==> src/rtl/modn_cascade_display_pkg.sv <==
// Shared seven-segment definitions for the cascaded mod-M display.
// Glyphs are active-low, bit order {g,f,e,d,c,b,a}.
package modn_cascade_display_pkg;

   typedef logic [6:0] seg7_t;

   localparam seg7_t SEG_0 = 7'b1000000;
   localparam seg7_t SEG_1 = 7'b1111001;
   localparam seg7_t SEG_2 = 7'b0100100;
   localparam seg7_t SEG_3 = 7'b0110000;
   localparam seg7_t SEG_4 = 7'b0011001;
   localparam seg7_t SEG_5 = 7'b0010010;
   localparam seg7_t SEG_6 = 7'b0000010;
   localparam seg7_t SEG_7 = 7'b1111000;
   localparam seg7_t SEG_8 = 7'b0000000;
   localparam seg7_t SEG_9 = 7'b0010000;
   localparam seg7_t SEG_A = 7'b0001000;
   localparam seg7_t SEG_B = 7'b0000011;
   localparam seg7_t SEG_C = 7'b1000110;
   localparam seg7_t SEG_D = 7'b0100001;
   localparam seg7_t SEG_E = 7'b0000110;
   localparam seg7_t SEG_F = 7'b0001110;

   function automatic seg7_t seg7_decode(input logic [3:0] value);
      seg7_t seg;
      unique case (value)
         4'h0: seg = SEG_0;
         4'h1: seg = SEG_1;
         4'h2: seg = SEG_2;
         4'h3: seg = SEG_3;
         4'h4: seg = SEG_4;
         4'h5: seg = SEG_5;
         4'h6: seg = SEG_6;
         4'h7: seg = SEG_7;
         4'h8: seg = SEG_8;
         4'h9: seg = SEG_9;
         4'hA: seg = SEG_A;
         4'hB: seg = SEG_B;
         4'hC: seg = SEG_C;
         4'hD: seg = SEG_D;
         4'hE: seg = SEG_E;
         default: seg = SEG_F;
      endcase
      return seg;
   endfunction

endpackage

==> src/rtl/modn_cascade_display_digit.sv <==
// One mod-M up/down digit with synchronous load; step is the carry/borrow in.
module modn_digit #(
   parameter int N = 4,
   parameter int M = 10
) (
   input  logic         clk_50,
   input  logic         rst_n,
   input  logic         step_i,
   input  logic         up_i,
   input  logic         load_i,
   input  logic [N-1:0] load_digit_i,
   output logic [N-1:0] digit_o,
   output logic         at_terminal_o,
   output logic         carry_o
);

   localparam logic [N-1:0] MAX   = N'(M - 1);
   localparam logic [N:0]   M_EXT = (N+1)'(M);

   logic [N-1:0] digit_q, digit_d;
   logic         at_term;

   always_comb begin
      at_term = up_i ? (digit_q == MAX) : (digit_q == '0);
   end

   always_comb begin
      digit_d = digit_q;
      if (load_i) begin
         // Out-of-range load fields saturate to the top legal digit.
         digit_d = ({1'b0, load_digit_i} >= M_EXT) ? MAX : load_digit_i;
      end else if (step_i) begin
         if (up_i) begin
            digit_d = at_term ? '0 : digit_q + N'(1);
         end else begin
            digit_d = at_term ? MAX : digit_q - N'(1);
         end
      end
   end

   always_ff @(posedge clk_50) begin
      if (!rst_n) begin
         digit_q <= '0;
      end else begin
         digit_q <= digit_d;
      end
   end

   assign digit_o       = digit_q;
   assign at_terminal_o = at_term;
   assign carry_o       = step_i & at_term;

endmodule

==> src/rtl/modn_cascade_display.sv <==
// Prescaled, cascaded mod-M up/down counter with per-digit seven-segment decode.
module modn_cascade_display
   import modn_cascade_display_pkg::*;
#(
   parameter int N      = 4,
   parameter int M      = 10,
   parameter int DIGITS = 4,
   parameter int DIV    = 50000000
) (
   input  logic                  clk_50,
   input  logic                  rst_n,
   input  logic                  en,
   input  logic                  up,
   input  logic                  load,
   input  logic [N*DIGITS-1:0]   load_val,
   output logic                  tick_o,
   output logic                  tc,
   output logic [N*DIGITS-1:0]   cnt_num,
   output logic [7*DIGITS-1:0]   hex
);

   localparam int             PW   = (DIV > 1) ? $clog2(DIV) : 1;
   localparam logic [PW-1:0]  PMAX = PW'(DIV - 1);

   logic [PW-1:0]     presc_q, presc_d;
   logic              tick_q, tick_d;
   logic [DIGITS:0]   chain;
   logic [DIGITS-1:0] at_term;

   always_comb begin
      presc_d = presc_q;
      tick_d  = 1'b0;
      if (load) begin
         presc_d = '0;
      end else if (en) begin
         if (presc_q == PMAX) begin
            presc_d = '0;
            tick_d  = 1'b1;
         end else begin
            presc_d = presc_q + PW'(1);
         end
      end
   end

   always_ff @(posedge clk_50) begin
      if (!rst_n) begin
         presc_q <= '0;
         tick_q  <= 1'b0;
      end else begin
         presc_q <= presc_d;
         tick_q  <= tick_d;
      end
   end

   assign tick_o = tick_q;

   // A load in the same cycle as a registered tick discards that step.
   assign chain[0] = tick_q & ~load;

   for (genvar k = 0; k < DIGITS; k++) begin : g_digit
      modn_digit #(
         .N (N),
         .M (M)
      ) u_digit (
         .clk_50        (clk_50),
         .rst_n         (rst_n),
         .step_i        (chain[k]),
         .up_i          (up),
         .load_i        (load),
         .load_digit_i  (load_val[N*k +: N]),
         .digit_o       (cnt_num[N*k +: N]),
         .at_terminal_o (at_term[k]),
         .carry_o       (chain[k+1])
      );

      assign hex[7*k +: 7] = seg7_decode(4'(cnt_num[N*k +: N]));
   end

   assign tc = &at_term;

endmodule
==> config.mk <==
export PLATFORM = sky130hd
export DESIGN_NAME = modn_cascade_display
export DESIGN_NICKNAME = d
export VERILOG_FILES = /design/src/rtl/modn_cascade_display_pkg.sv /design/src/rtl/modn_cascade_display_digit.sv /design/src/rtl/modn_cascade_display.sv
export SDC_FILE = /design/constraint.sdc
export NUM_CORES = 1
export LEC_CHECK = 0
export ABC_AREA = 1
export ABC_CLOCK_PERIOD_IN_PS = 2300
export CELL_PAD_IN_SITES_DETAIL_PLACEMENT = 0
export CELL_PAD_IN_SITES_GLOBAL_PLACEMENT = 1
export CORE_ASPECT_RATIO = 1.75
export CORE_UTILIZATION = 34
export CTS_CLUSTER_SIZE = 30
export DETAILED_ROUTE_END_ITERATION = 6
export PLACE_DENSITY = 0.83
export SLEW_MARGIN = 20
export SYNTH_ARGS = -nofsm -noshare
export SYNTH_HDL_FRONTEND = slang
export SYNTH_HIERARCHICAL = 1
export SYNTH_SLANG_ARGS = --single-unit
==> constraint.sdc <==
create_clock -name clk_50 -period 2.3 [get_ports clk_50]
set_clock_uncertainty 0.15 [all_clocks]
set_input_delay 0.345 -clock clk_50 [delete_from_list [all_inputs] [get_ports clk_50]]
set_output_delay 0.345 -clock clk_50 [all_outputs]
set_load 0.02 [all_outputs]
Word level (Yosys, flattened, before mapping)

Memories as Yosys holds them, arrays and structs flattened. A register that Yosys moved wholly into a read port is not among the register bits.
Cells that the tools add are included.

Flip-flop bits (word level): 43
Memory bits (read-only): 448
Bits of input ports: 21
Output and inout port bits: 46
Logic and storage cells: 84
Memories kept: 4

Add/subtract/negate cells: 9
$lt $le $gt $ge: 4
Equality and inequality tests: 5
Multiplexer cells: 38
Bitwise logic cells: 7
Reductions and logical operators: 11

Memory list:

| name             | words | bits a word | rd ports | clocked after Yosys merged registers in | write ports | RTL line                       | text |
|---|---|---|---|---|---|---|---|
| (name not given) | 16    | 7           | 1        | 1                                       | 0           | modn_cascade_display_pkg.sv:26 | `unique case (value)` |
| (name not given) | 16    | 7           | 1        | 1                                       | 0           | modn_cascade_display_pkg.sv:26 |  |
| (name not given) | 16    | 7           | 1        | 1                                       | 0           | modn_cascade_display_pkg.sv:26 |  |
| (name not given) | 16    | 7           | 1        | 1                                       | 0           | modn_cascade_display_pkg.sv:26 |  |

Operators with widths:

| cell                  | number |
|---|---|
| $mux 4                | 32 |
| $add 26x1->26 const B | 1 |
| $eq 26x26->1 const B  | 1 |
| $mux 26               | 1 |
| $add 4x1->4 const B   | 4 |
| $eq 4x4->1 const B    | 4 |
| $ge 4x4->1 const B    | 4 |
| $logic_not 4->1       | 4 |
| $sub 4x1->4 const B   | 4 |
| $reduce_bool 2->1     | 4 |
| $mux 1                | 5 |
| $and 1x1->1           | 4 |
| $reduce_and 4->1      | 1 |
| $not 1->1             | 3 |
| $reduce_or 3->1       | 1 |
| $reduce_or 2->1       | 1 |

Logic depth before layout (Yosys ltp)

Depth in word-level cells: 9
Depth in mapped cells: 15

Cells and area by module

Netlist, hierarchy kept.

By module, submodules not included:

| module               | times used | cells an instance | area an instance (um^2) | seq. area each (um^2) |
|---|---|---|---|---|
| modn_cascade_display | 1          | 409               | 2453.6                  | 540.5 |
| modn_digit           | 4          | 68                | 452.9                   | 80.1 |

Worst setup path after synthesis

OpenSTA, ideal clock, no wires.

Kind: register -> register
Start point: register g_digit[0].u_digit.digit_q[0]
End point: register g_digit[3].u_digit.digit_q[2]
Library setup time: 0.114 ns
Arrival: 2.193 ns
Data required time: 2.036 ns
Path slack: -0.157 ns
Cell stages (with the launch flop): 15
Path buffers: 0
Period minus slack after synthesis: 2.457 ns
Cells stage by stage: dfxtp_1 > ha_1 > nand3_2 > nand2_4 > nand2_4 > nor2_1 > inv_1 > nor2_1 > inv_1 > nor2_1 > nor2_4 > inv_1 > o21ai_0 > a21oi_1 > nor2_1

Word-level cells in the longest chain between the ends: 6
Elaborated cells on any way between the ends: 7
Classes of those cells: 1 x eq/ne; 1 x mux; 3 x bitwise; 2 x reduce/logical

Ends and longest elaborated chain:

| item                                                 | RTL line                         | text |
|---|---|---|
| from (decl)                                          | modn_cascade_display_digit.sv:20 | `logic [N-1:0] digit_q, digit_d;` |
| from (signal assigned)                               | modn_cascade_display_digit.sv:45 | `digit_q <= digit_d;` |
| $eq 4x4->1 / $logic_not 4->1 (equally long branches) | modn_cascade_display_digit.sv:24 | `at_term = up_i ? (digit_q == MAX) : (digit_q == '0);` |
| $mux 1 (*)                                           | modn_cascade_display_digit.sv:24 |  |
| $and 1x1->1 (*)                                      | modn_cascade_display_digit.sv:51 | `assign carry_o = step_i & at_term;` |
| net chain[1]                                         | modn_cascade_display.sv:27       | `logic [DIGITS:0] chain;` |
| $and 1x1->1 (*)                                      | modn_cascade_display_digit.sv:51 |  |
| net chain[2]                                         | modn_cascade_display.sv:27       |  |
| $and 1x1->1 (*)                                      | modn_cascade_display_digit.sv:51 |  |
| net chain[3]                                         | modn_cascade_display.sv:27       |  |
| $reduce_bool 2->1 (no source line) (*)               | -                                |  |
| to (signal assigned)                                 | modn_cascade_display_digit.sv:45 |  |
| to (decl)                                            | modn_cascade_display_digit.sv:20 |  |

Mark *: on every way through the listed nets, which the timed path passes. The rest lies on a longest branch.
A chain may end at the register's enable or synchronous reset.

==> Flow_metrics.wiki <==
{| class="wikitable"
! Metric !! Value
|-
| Worst setup timing slack at the placement stage || -0.1937 ns
|-
| Worst-case headroom to the max-slew limit || 72.78%
|-
| DIE HEIGHT || 150.1 µm
|-
| Max-slew violation total from the final report || 0
|-
| Slew at the pin closest to its max-slew limit || 0.4082 ns
|-
| Max-Cap Viols || 0
|-
| Deepest level of the CTS H-tree || 2
|-
| Max Fclk || 454.8 MHz
|-
| DRC marker count from the first detailed-route iteration || 240
|-
| Total area of multi-input combinational cells || 2897 µm²
|-
| Arrival time worst endpoint || 1.70 ns
|-
| Diodes inserted || 0
|-
| Clock insertion delay at the later pin of the skew report || 0.30 ns
|-
| Source of the worst hold timing path || presc_q[0]
|-
| Synthesis-to-layout area growth || 32.62%
|-
| Detailed placement HPWL || 9.595 mm
|-
| Critical Path Sink Type || output pin
|-
| Initial antenna violation count || 0
|-
| Number of fill cells || 1268
|-
| Maximum number of pins on one net before global-route repair || 34
|-
| Avg Vias per Cell || 4.783
|-
| Minimum clock period || 2.199 ns
|-
| Die outline width || 86.63 µm
|-
| Crit path required time || 1.80 ns
|-
| Aggregate global-route resource usage || 18.93%
|-
| Number of buffers created by CTS || 5
|-
| Register cell area after layout || 867.1 µm²
|-
| Clk buf depth || 2
|-
| Hold/Removal Path Class || reg -> reg
|-
| I/O pin count || 67
|-
| Total setup violations reported at the end of the flow || 0
|-
| Critical setup path kind || reg -> out
|-
| Average cell area after synthesis || 6.267 µm²
|-
| Wire length of the first global-routing pass || 19.52 mm
|-
| Critical register-to-register path startpoint || g_digit[0].u_digit/digit_o[0]
|-
| Via count of the first global-routing pass || 4532
|-
| TritonCTS clock tree || yes
|-
| Crit path launch type || flip-flop
|-
| Vias post-DR || 4630
|-
| Number of nets still failing antenna checks after routing || 0
|-
| Sink count of the clock tree || 43
|-
| Overall routed net length || 11.70 mm
|-
| Outcome || complete, no violations
|-
| Effective utilization at floorplan || 35.12%
|-
| Worst Setup Slack, final || 0.1011 ns
|-
| Clk pin slew, worst setup/hold paths || 0.06 ns
|-
| Syn_nets || 739
|-
| Pwr per Cell Area || 449.6 nW/µm²
|-
| Number of hold buffers added after cts || 0
|-
| Routed length per instance || 12.09 µm
|-
| RSZ-0062 raised after global routing || false
|-
| Number of nets in the layout || 861
|-
| Final Hold Violating Endpoints || 0
|-
| Final setup TNS || 0 ns
|-
| First-pass iteration count of the detailed router || 7
|-
| Worst IR drop on VDD || 0.4118 mV
|-
| Highest fanout seen on the critical path || 6
|-
| Summed instance area of the synthesized netlist || 4262 µm²
|-
| Detailed-route DRC error count || 0
|-
| Start point of the critical path || g_digit[1].u_digit/digit_o[0]
|-
| Clock Root Buffer || clkbuf_16
|-
| Syn. warnings || 6
|-
| Proportion of layout cells with a drive suffix above 1 || 19.55%
|-
| Overflow left after global routing || 0
|-
| Die ar. || 13000 µm²
|-
| Core region area || 12140 µm²
|-
| I/O Buffers || 66
|-
| Rows || 53
|-
| Post-Syn Instances || 680
|-
| Placer Congestion || 0.8386
|-
| Post-route fraction of the period consumed by the critical path || 95.61%
|-
| Leakage dissipation || 0.002607 µW
|}
[registers in the layout, indices dropped and copies added, names as in the netlist]
register,flops
presc_q,26
g_digit.u_digit/digit_o,16
tick_o,1
[layout make-up]
class | instances | area share, %
clock buffer | 5 | 2.214
clock inverter | 3 | 0.8413
inverter | 105 | 7.394
multi-input combinational | 516 | 51.25
sequential | 43 | 15.34
tap | 165 | 3.653
timing repair buffer | 131 | 19.30
[what timing repair did]
item	in CTS	in global routing
hold endpoints to repair	0	0
buffers inserted	0	0
setup endpoints to repair	29	20
pin swaps	0	0
gates resized for setup	35	26
[final timing paths]
kind / end / slack (ns) / depth (start not counted)
hold / removal: presc_q[0] / 0.37 / 2
setup / recovery: hex[13] / 0.10 / 7
hold reg to reg: presc_q[0] / 0.37 / 2
setup reg to reg: g_digit[3].u_digit/digit_o[2] / 0.20 / 15
[stage by stage]
| step | instances | total power, µW | hold WS, ns | util (%) | area, µm² |
|---|---|---|---|---|---|
| finish | 968 | 2541 | 0.3698 | 46.57 | 5652 |
| global placement | 960 | 1745 | 0.3378 | 45.60 | 5534 |
| floorplan | 680 | 1346 | 0.3241 | - | 4269 |
| global route | 968 | 2705 | 0.3930 | 46.57 | 5652 |
| detailed placement | 960 | 1761 | 0.3592 | 45.60 | 5534 |
| CTS | 968 | 2575 | 0.3694 | 46.79 | 5678 |
[worst max-delay path, stage by stage (launching register included)]
cell,delay [ns]
dfxtp_1,0.39
buf_4,0.18
ha_1,0.17
nand2_1,0.07
nand2_1,0.08
a21oi_1,0.05
a21oi_1,0.12
dlygate4sd2_1,0.34
[cell usage in the layout (no fill, tap or decap), types with 7 or more instances in the layout]
cell / count
inv_1: 98
a21oi_2: 8
o21ai_0: 39
ha_1: 37
dlygate4sd2_1: 16
nand2_1: 158
nor2_4: 7
a21oi_1: 43
nand4_1: 11
buf_4: 64
nand2_2: 14
clkbuf_2: 10
xnor2_1: 14
nor2_2: 16
nor2_1: 86
nand3_2: 8
nand2_4: 8
nand3_1: 41
dfxtp_1: 38
clkdlybuf4s50_1: 37
[where the power goes]
part / switching (µW) / total, µW / internal [µW]
clock network: 329 / 848 / 518
logic: 510 / 895 / 385
registers: 31.2 / 798 / 767
[layer usage]
metal | vias to the layer above | GRT usage, % | share of wire [%]
met5 | - | 0 | 0
met4 | 0 | 6.333 | 1.7
met3 | 14 | 2.577 | 3.2
met2 | 94 | 39.88 | 59
met1 | 2124 | 17.84 | 36
li1 | 2398 | - | -
Note: power is estimated with default switching activity, not from simulation.
